File: config.mk
export PLATFORM = sky130hd
export DESIGN_NAME = stopwatch_ctrl
export DESIGN_NICKNAME = d
export VERILOG_FILES = /design/src/rtl/stopwatch_ctrl.sv
export SDC_FILE = /design/constraint.sdc
export NUM_CORES = 1
export LEC_CHECK = 0
export CAP_MARGIN = 20
export CORE_MARGIN = 2
export CORE_UTILIZATION = 55
export CTS_CLUSTER_DIAMETER = 30
export DETAILED_ROUTE_END_ITERATION = 16
export PLACE_DENSITY = 0.83
export SLEW_MARGIN = 20
export SYNTH_ARGS = -nofsm -noshare
export SYNTH_HDL_FRONTEND = slang
export SYNTH_SLANG_ARGS = --single-unit
File: constraint.sdc
create_clock -name clk_in -period 4.1 [get_ports clk_in]
set_clock_uncertainty 0.1 [all_clocks]
set_input_delay 1.025 -clock clk_in [delete_from_list [all_inputs] [get_ports clk_in]]
set_output_delay 1.025 -clock clk_in [all_outputs]
set_load 0.05 [all_outputs]
File: src/rtl/stopwatch_ctrl.sv
`default_nettype none
// ============================================================================
// stopwatch_ctrl : command sequencer / tick prescaler for the MM:SS BCD chain
// rev 1.0
// ============================================================================
module stopwatch_ctrl #(
  parameter int TICK_DIV = 16,
  parameter int SPD_MAX  = 3
) (
  input  logic       clk_in,
  input  logic       RESET,
  input  logic       START,
  input  logic       REVERSE,
  input  logic       SPEED_UP,
  input  logic       SPEED_DOWN,
  input  logic       ADD,
  input  logic       SUBTRACT,
  input  logic       CLEAR,
  input  logic       AT_LIMIT,
  output logic       tick,
  output logic       count_down,
  output logic       step_up,
  output logic       step_down,
  output logic       load,
  output logic       preset_sel,
  output logic [1:0] speed,
  output logic [1:0] err_code,
  output logic [2:0] state
);

  localparam int PW = $clog2(TICK_DIV);

  typedef enum logic [2:0] {
    S_IDLE  = 3'd0,
    S_RUN   = 3'd1,
    S_PAUSE = 3'd2,
    S_DONE  = 3'd3,
    S_ERROR = 3'd4
  } state_t;

  localparam logic [1:0]  ERR_NONE = 2'b00;
  localparam logic [1:0]  ERR_DIR  = 2'b01;
  localparam logic [1:0]  ERR_SPD  = 2'b10;
  localparam logic [1:0]  ERR_CMD  = 2'b11;
  localparam logic [1:0]  SPD_TOP  = 2'(SPD_MAX);
  localparam logic [31:0] DIV32    = 32'(TICK_DIV);

  state_t          state_q, state_d;
  logic [PW-1:0]   presc_q, presc_d, period_m1;
  logic [4:0]      hist_q;
  logic            cd_d, tick_d, up_d, dn_d, ld_d, ps_d;
  logic [1:0]      speed_d, err_d;
  logic            e_spu, e_spd, e_add, e_sub, e_clr;
  logic            cmd_win, run_ok, spd_win;
  logic            spd_inc, spd_dec, spd_sat, spd_chg, accepted;

  always_ff @(posedge clk_in) begin
    if (RESET) begin
      state_q    <= S_IDLE;
      presc_q    <= '0;
      hist_q     <= '0;
      count_down <= 1'b0;
      speed      <= 2'd0;
      err_code   <= ERR_NONE;
      tick       <= 1'b0;
      step_up    <= 1'b0;
      step_down  <= 1'b0;
      load       <= 1'b0;
      preset_sel <= 1'b0;
    end else begin
      state_q    <= state_d;
      presc_q    <= presc_d;
      hist_q     <= {CLEAR, SUBTRACT, ADD, SPEED_DOWN, SPEED_UP};
      count_down <= cd_d;
      speed      <= speed_d;
      err_code   <= err_d;
      tick       <= tick_d;
      step_up    <= up_d;
      step_down  <= dn_d;
      load       <= ld_d;
      preset_sel <= ps_d;
    end
  end

  assign state = state_q;

  always_comb begin
    state_d   = state_q;
    presc_d   = presc_q;
    cd_d      = count_down;
    speed_d   = speed;
    err_d     = err_code;
    tick_d    = 1'b0;
    up_d      = 1'b0;
    dn_d      = 1'b0;
    ld_d      = 1'b0;
    ps_d      = 1'b0;
    cmd_win   = 1'b0;
    run_ok    = 1'b0;

    e_spu     = SPEED_UP   & ~hist_q[0];
    e_spd     = SPEED_DOWN & ~hist_q[1];
    e_add     = ADD        & ~hist_q[2];
    e_sub     = SUBTRACT   & ~hist_q[3];
    e_clr     = CLEAR      & ~hist_q[4];

    period_m1 = PW'((DIV32 >> speed) - 32'd1);
    spd_inc   = e_spu & ~e_spd;
    spd_dec   = e_spd & ~e_spu;
    spd_sat   = (spd_inc && speed == SPD_TOP) || (spd_dec && speed == 2'd0);
    spd_chg   = (spd_inc | spd_dec) & ~spd_sat;

    case (state_q)
      S_IDLE: begin
        cmd_win = 1'b1;
        if (START) begin
          state_d = S_RUN;
          cd_d    = REVERSE;
          presc_d = '0;
        end
      end
      S_RUN: begin
        if (AT_LIMIT) begin
          state_d = S_DONE;
        end else if (!START) begin
          state_d = S_PAUSE;
        end else if (REVERSE != count_down) begin
          state_d = S_ERROR;
          err_d   = ERR_DIR;
        end else begin
          run_ok = 1'b1;
          // >= rather than == so a held value above a shorter new period still wraps
          if (presc_q >= period_m1) begin
            presc_d = '0;
            tick_d  = 1'b1;
          end else begin
            presc_d = presc_q + 1'b1;
          end
        end
      end
      S_PAUSE: begin
        cmd_win = 1'b1;
        if (START) begin
          state_d = S_RUN;
          cd_d    = REVERSE;
        end
      end
      S_DONE: begin
        cmd_win = 1'b1;
        if (e_clr) begin
          state_d = START ? S_PAUSE : S_IDLE;
        end else if (!START) begin
          state_d = S_IDLE;
        end
      end
      S_ERROR: begin
        if (!START) begin
          state_d = S_IDLE;
        end
      end
      default: state_d = S_IDLE;
    endcase

    spd_win = cmd_win | run_ok;

    if (cmd_win) begin
      up_d = e_add & ~e_sub;
      dn_d = e_sub & ~e_add;
      ld_d = e_clr;
      ps_d = e_clr & REVERSE;
    end

    if (spd_win && spd_chg) begin
      speed_d = spd_inc ? speed + 2'd1 : speed - 2'd1;
      if (state_q == S_RUN) begin
        presc_d = '0;
        tick_d  = 1'b0;
      end
    end

    // Accepted commands clear a sticky code; a new conflict in the same cycle wins.
    accepted = up_d | dn_d | ld_d | (spd_win & spd_chg);
    if (accepted) begin
      err_d = ERR_NONE;
    end
    if (cmd_win && e_add && e_sub) begin
      err_d = ERR_CMD;
    end
    if (spd_win && spd_sat) begin
      err_d = ERR_SPD;
    end
    if (state_q != S_IDLE && state_d == S_IDLE) begin
      err_d = ERR_NONE;
    end
  end

endmodule
`default_nettype wire
# [Yosys cells after proc, flatten, opt, wreduce, memory -nomap -nowiden]
# Index checks and enable logic that the tools add are counted.
[op_classes] n_addsub=4 n_lt_le_gt_ge=1 shift=1 bitwise_logic=28 reduce_logical=26 mux=39 n_eq_ne=8
[op_table] operator="4-bit two-way mux" n=7
[op_table] operator="2-bit two-way mux" n=9
[op_table] operator="3-bit two-way mux" n=6
[op_table] operator="1-bit two-way mux" n=15
[op_table] operator="1-bit bitwise AND" n=12
[op_table] operator="3-bit case mux with 4 select lines" n=1
[op_table] operator="3-bit nonzero test" n=4
[op_table] operator="4-bit nonzero test" n=3
[op_table] operator="1-bit inverter" n=11
[op_table] operator="4-bit case mux with 2 select lines" n=1
[op_table] operator="4-bit AND reduction" n=2
[op_table] operator="1-bit logical AND" n=7
[op_table] operator="3-bit by 2-bit equality test with 1-bit output (second input constant)" n=2
[op_table] operator="3-bit logical NOT" n=2
[op_table] operator="2-bit OR reduction" n=3
[op_table] operator="3-bit OR reduction" n=2
[op_table] operator="1-bit OR" n=5
[op_table] operator="5-bit by 2-bit right shift with 4-bit output (first input constant)" n=1
[op_table] operator="4-bit by 1-bit adder with 4-bit output (second input constant)" n=1
[op_table] operator="4-bit greater-or-equal comparator" n=1
[op_table] operator="4-bit by 1-bit != test with 1-bit output (second input constant)" n=1
[op_table] operator="4-bit by 1-bit subtractor with 4-bit output (second input constant)" n=1
[op_table] operator="3-bit by 1-bit equality test with 1-bit output (second input constant)" n=1
[op_table] operator="3-bit equality test (second input constant)" n=1
[op_table] operator="8 further kinds" n=8
[word_totals] regBits=22 inputBits=10 out_inout_bits=13 wordCells=119

# [Depth between registers and ports, before layout]
# Gate-level depths: netlist of the first run.
[depth] depth_word=13 depth_mapped=8 depth_no_buf=8

# [Worst setup path before layout of the first run]
# OpenSTA, ideal clock, no wires.
[synth_timing] path_type="in2reg" start="in SPEED_UP" end="reg speed[1]" n_path_buf=0 setup_ns=0.128 arrival_time_ns=2.357 t_required_ns=3.872 slack_ns=1.515 stages=7 cell_sequence="nor2b_1 > ha_1 > and3_2 > a211o_1 > a2111oi_4 > xnor2_1 > nor2_1"
[synth_between] elab_chain_len=8 word_cells_on_any_way=12 classes_between="mux (1); bitwise (7); reduce/logical (4)"
[synth_rtl] item="start: declaration" line_no="14" text="input logic SPEED_UP,"
[synth_rtl] item="1-bit bitwise AND *" line_no="101" text="e_spu = SPEED_UP & ~hist_q[0];"
[synth_rtl] item="1-bit inverter" line_no="109" text="spd_dec = e_spd & ~e_spu;"
[synth_rtl] item="1-bit bitwise AND" line_no="109"
[synth_rtl] item="1-bit logical AND" line_no="110" text="spd_sat = (spd_inc && speed == SPD_TOP) || (spd_dec && speed == 2'd0);"
[synth_rtl] item="1-bit logical OR" line_no="110"
[synth_rtl] item="1-bit inverter" line_no="111" text="spd_chg = (spd_inc | spd_dec) & ~spd_sat;"
[synth_rtl] item="1-bit bitwise AND" line_no="111"
[synth_rtl] item="1-bit logical AND" line_no="173" text="if (spd_win && spd_chg) begin"
[synth_rtl] item="end signal: assignment" line_no="75" text="speed <= speed_d;"
[synth_rtl] item="end: declaration" line_no="26" text="output logic [1:0] speed,"
# Mark *: on every way between the ends. The rest lies on a longest branch, timed or not.
# A chain may end at the register's enable or synchronous reset.

# [Worst setup path in the final report of the first run]
[layout_timing] start="reg state_q[2], in the netlist state[2]" end="out state[2]"
[layout_lines] item="start: declaration" line_no="48" text="state_t state_q, state_d;"
[layout_lines] item="start signal: assignment" line_no="71" text="state_q <= state_d;"
[layout_lines] item="end: declaration" line_no="28" text="output logic [2:0] state"
# No word-level cell between the ends.

==> impl_metrics.toml, run 1 <==
[run_status]
outcome = "complete, no violations"

[floorplan]
rows = 17
coreArea_um2 = 2210
die_y_um = 52.3
pin_count = 23
design.die.area_um2 = 2730
fp.dieW_um = 52.3
initial_core_util_pct = 58.0

[clock_network]
clkTransAtPathRegs_ns = 0.12
clock_latency_ns = 0.31
clk_root_buffer_cell = "clkbuf_4"
cts_sinks = 22
clock_path_buffers = 2
cts_buffers = 3
h-tree-depth = 1
cts-resized-gates = 0
hold_buffers = 0
post-cts-setup-buffer-count = 0
cts_tree = "built"

[logic_synthesis]
yosysTopAreaCell = "dfxtp_1"
syn_area_um2 = 1280
synth_top_flop_cell = "dfxtp_1"
synthDistinctLibCells = 47
synth_seq_area_share_pct = 34.3
async_reset_ff_share_pct = 0
ys_ff_latch = 22
syn_avg_cell_area_um2 = 8.84
synth_cells = 145
synth.most_common_cell = "dfxtp_1"
synth.top_cell.area_share_pct = 34.3
ys_warn_count = 0
synth_area_leaders = "dfxtp_1, ha_1, nor2b_1"
synth_nets = 161
synth_edf_count = 0
yosys-top-cells-count = "dfxtp_1, nor2b_1, a21oi_1, nor2_1, nand2_1"

[detailed_routing]
via_per_inst = 5.85
wl_mm = 2.81
drtIter0Drc = 22
ant_nets = 0
first_pass_iters = 4
wl_per_cell_um = 14.6
route.detailed.drc = 0
vias = 1124

[grt]
grt_pass1_wl_mm = 4.63
grt_max_degree = 18
grt_usage_pct = 22.7
antenna_found_initial = 0
grt.overflow.total = 0
grt_pass1_vias = 1078

[hold_path]
holdPathStages = 2
hold_class = "reg -> reg"

[timing]
timing.final.crit_share_pct = 77.0
finalCriticalPeriod_ns = 3.16
finalSetupViolations = 0
rsz0062_at_grt = "false"
tns_ns = 0
worst_slew_pin_slew_ns = 0.704
max_slew_margin_pct = 53.0
whs_ns = 0.409
max_freq_mhz = 317
finalHoldViolCount = 0
maxSlewViolCount = 0

[place]
dpl_cell_area_um2 = 1500
port-buffer-count = 22
dp_hpwl_mm = 2.08
gp_congestion = 0.845

[layout]
syn2layout_area_growth_pct = 19.9
num-fill-cells = 192
n_antenna_cell = 0
multi_input_area_um2 = 791
stdcell_area_um2 = 1540
final_nets = 181
drive_gt1_share_pct = 9.76
seq_area_um2 = 440

[setup_path]
crit_chain = "clkdlybuf4s50_1"
worstPathMaxFanout = 17
crit_required_ns = 2.97
crit_path_max_incr_delay_ns = 0.93
critical_path.slowest_cell = "clkdlybuf4s50_1"
rr_worst_depth = 5
crit_family = "buffers and inverters"
critical_path_buf_inv_count = 1
cp-start-kind = "flop"
end_kind = "primary output"
worstSetupPathType = "reg -> out"
crit_arrival_ns = 2.03
crit_cells = 1

[power]
irDropWorstVdd_mv = 0.275
leakagePower_nw = 0.577
p_clk_share_pct = 21.7
p_int_mw = 0.356
pwr-share-comb_pct = 33.0
switching_power_mw = 0.195
power_density_nw_per_um2 = 358
switching_share_pct = 35.4
seqPwrFrac_pct = 45.2

[job]
cap_violations = 0
per-layer routing:
metal	vias to the layer above	track usage [%]	wire (um)
met1	528	27.6	1250
met2	24	40.0	1410
li1	568	-	-
met5	-	0	0
met3	4	2.86	114
met4	0	8.97	33
layout by cell type, fill, tap and decap left out, drive strengths merged, types with 2 or more instances in the layout:
cell / instances
and2: 2
inv: 4
ha: 6
clkdlybuf4s50: 22
nand2b: 5
nor2b: 11
nor3: 6
o31ai: 2
xor2: 2
clkbuf: 4
nand3b: 3
nor3b: 4
and3: 2
dfxtp: 22
a211oi: 5
a21oi: 10
o21ai: 8
a31oi: 2
o211ai: 2
xnor2: 4
nand3: 5
nor2: 10
nand2: 9
kinds of logic after synthesis:
group | after synthesis | share of synthesized area (%)
DFF | 22 | 34.3
muxes | 1 | 0.781
xor gates and xnor gates | 6 | 4.68
and+or+nand+nor | 60 | 27.4
adders and majority gates | 6 | 5.85
AOI/OAI and AO/OA | 39 | 22.9
buffers and inverters | 11 | 4.00
flip-flops by register name (all words and copies together), names as in the netlist:
signal / count
step_up: 1
count_down: 1
err_code: 2
presc_q: 4
state: 3
tick: 1
speed: 2
hist_q: 5
step_down: 1
preset_sel: 1
load: 1
power by group through the flow:
stage / Sequential [mW] / Combinational [mW] / Clock (mW)
final: 0.249 / 0.182 / 0.120
after CTS: 0.249 / 0.183 / 0.125
after global placement: 0.253 / 0.176 / 0
after floorplan: 0.287 / 0.0962 / 0
after detailed placement: 0.254 / 0.182 / 0
after global routing: 0.252 / 0.196 / 0.131
metrics by stage:
step                util, %  cells  power (mW)  worst slack, ns
floorplan                 -    145       0.383             1.52
global placement       67.9    188       0.429             1.05
detailed placement     67.9    188       0.436            0.928
CTS                    69.5    192       0.557            0.942
global route           69.5    192       0.579            0.900
finish                 69.5    192       0.550            0.945
worst paths after layout:
check,startpoint,endpoint,slack [ns]
worst max-delay path,state[2],state[2],0.94
worst min-delay path,err_code[1],err_code[1],0.41
worst max register to register,state[0],err_code[1],1.67
worst min register to register,err_code[1],err_code[1],0.41
area by class of cell:
| cell class | count | share of cell area [%] |
|---|---|---|
| multi-input cells | 112 | 51.4 |
| flip-flops and latches | 22 | 28.6 |
| repair buffers | 22 | 14.3 |
| clock buffers | 4 | 2.36 |
| well taps | 28 | 2.28 |
| inverters | 4 | 0.976 |
Power figures use the tool's default switching activity.
==> inputs of run 2 (changes only) <==
--- a/config.mk
+++ b/config.mk
@@ -7,10 +7,10 @@
 export LEC_CHECK = 0
 export CAP_MARGIN = 20
 export CORE_MARGIN = 2
-export CORE_UTILIZATION = 55
+export CORE_UTILIZATION = 46
 export CTS_CLUSTER_DIAMETER = 30
 export DETAILED_ROUTE_END_ITERATION = 16
-export PLACE_DENSITY = 0.83
+export PLACE_DENSITY = 0.74
 export SLEW_MARGIN = 20
 export SYNTH_ARGS = -nofsm -noshare
 export SYNTH_HDL_FRONTEND = slang
==> constraint.sdc (replaced) <==
create_clock -name clk_in -period 2.5 [get_ports clk_in]
set_clock_uncertainty 0.1 [all_clocks]
set_input_delay 0.625 -clock clk_in [delete_from_list [all_inputs] [get_ports clk_in]]
set_output_delay 0.625 -clock clk_in [all_outputs]
set_load 0.05 [all_outputs]
==> run 2 against run 1 <==
Clock power rose by 130%. Die area rose by 18%. First-iteration DRC count grew 120%. Cell count is 7.3% higher. Combinational power is 79% higher. Power rose by 82%. Worst setup slack worse by 0.79 ns.
==> impl_metrics.toml, run 2 (synthesis results as in run 1) <==
[run_status]
outcome = "complete, no violations"

[detailed_routing]
vias = 1196
wl_mm = 2.94
drtIter0Drc = 48
wl_per_cell_um = 14.3
first_pass_iters = 4
route.detailed.drc = 0
ant_nets = 0
via_per_inst = 5.81

[floorplan]
initial_core_util_pct = 47.3
coreArea_um2 = 2710
fp.dieW_um = 56.8
rows = 19
design.die.area_um2 = 3230
die_y_um = 56.8
pin_count = 23

[layout]
final_nets = 192
seq_area_um2 = 440
multi_input_area_um2 = 791
final_common_cell = "dfxtp_1"
drive_gt1_share_pct = 16.6
regMostFlops = "hist_q"
num-fill-cells = 254
finalNonFillerCells = 206
final_cell_mix = "dfxtp_1, clkdlybuf4s50_1, buf_4"
n_antenna_cell = 0
largest_reg_flops = 5
stdcell_area_um2 = 1640
syn2layout_area_growth_pct = 27.5

[setup_path]
critical_path.slowest_cell = "clkdlybuf4s50_1"
end_kind = "primary output"
crit_cells = 1
reg2reg_from = "speed[0]"
crit_chain = "clkdlybuf4s50_1"
crit_arrival_ns = 1.62
startpoint = "speed[1]"
cp-start-kind = "flop"
worstSetupPathType = "reg -> out"
crit_required_ns = 1.77
crit_path_max_incr_delay_ns = 0.85
rr_worst_depth = 8
crit_family = "buffers and inverters"
critical_path_buf_inv_count = 1
worstPathMaxFanout = 6

[timing]
finalHoldViolCount = 0
rsz0062_at_grt = "false"
worst_slew_pin_slew_ns = 0.734
max_freq_mhz = 427
finalSetupViolations = 0
timing.final.crit_share_pct = 93.8
finalCriticalPeriod_ns = 2.34
max_slew_margin_pct = 50.9
maxSlewViolCount = 0
worst_slack_ns = 0.156

[place]
dpl_cell_area_um2 = 1580
placed_cells = 202
gp_congestion = 0.872
place_ws_ns = -0.160
dp_hpwl_mm = 2.24
port-buffer-count = 22

[grt]
antenna_found_initial = 0
grt_pass1_vias = 1127
grt_usage_pct = 19.8
grt_max_degree = 14
grt_pass1_wl_mm = 5.11
grt.overflow.total = 0

[hold_path]
hold_class = "reg -> reg"
min_from = "err_code[1]"
holdPathStages = 2

[power]
leakagePower_nw = 0.644
power_density_nw_per_um2 = 613
irDropWorstVdd_mv = 0.578

[clock_network]
hold_buffers = 0
clock_latency_ns = 0.31
h-tree-depth = 1
post-cts-setup-buffer-count = 0
clkTransAtPathRegs_ns = 0.13
cts_tree = "built"
cts_buffers = 3
clock_path_buffers = 2
clk_root_buffer_cell = "clkbuf_4"
cts_sinks = 22
cts-resized-gates = 0

[job]
cap_violations = 0
run 2: cell count changes in the layout (fill, tap and decap cells not counted):
cell / previous run / this run
clkbuf_8: 1 / 0
buf_4: 0 / 13
clkdlybuf4s50_1: 22 / 20
bufinv_16: 0 / 1
run 2: routing by layer:
layer	part of all wire (%)	vias to the layer above	GRT usage (%)
met3	4.8	4	3.00
met4	1.3	0	7.31
met2	49	31	33.4
met5	0	-	0
met1	45	572	25.6
li1	-	589	-
run 2: metrics by stage:
stage | utilization [%] | TNS, ns | hold WS, ns | total power [mW]
finish | 60.3 | 0 | 0.391 | 1.00
global route | 60.3 | 0 | 0.425 | 1.05
detailed placement | 58.4 | -0.594 | 0.376 | 0.733
global placement | 58.4 | -0.279 | 0.380 | 0.723
floorplan | - | 0 | 0.380 | 0.629
CTS | 60.3 | 0 | 0.395 | 1.01
run 2: final timing paths:
check / endpoint / slack [ns]
max reg2reg: presc_q[0] / 0.33
max: speed[1] / 0.16
min: err_code[1] / 0.39
min reg2reg: err_code[1] / 0.39
run 2: area by class of cell:
| cell class | count | share of cell area, % |
|---|---|---|
| clock buffer | 3 | 1.38 |
| timing repair buffer | 33 | 18.2 |
| clock inverter | 1 | 1.84 |
| tap | 31 | 2.37 |
| sequential | 22 | 26.9 |
| multi-input combinational | 112 | 48.4 |
| inverter | 4 | 0.918 |
run 2: where the power goes:
| group | leakage [nW] | internal, mW | switching, mW | total [mW] |
|---|---|---|---|---|
| clock | 0.0279 | 0.162 | 0.116 | 0.278 |
| combinational | 0.436 | 0.134 | 0.191 | 0.325 |
| sequential | 0.180 | 0.375 | 0.0238 | 0.399 |
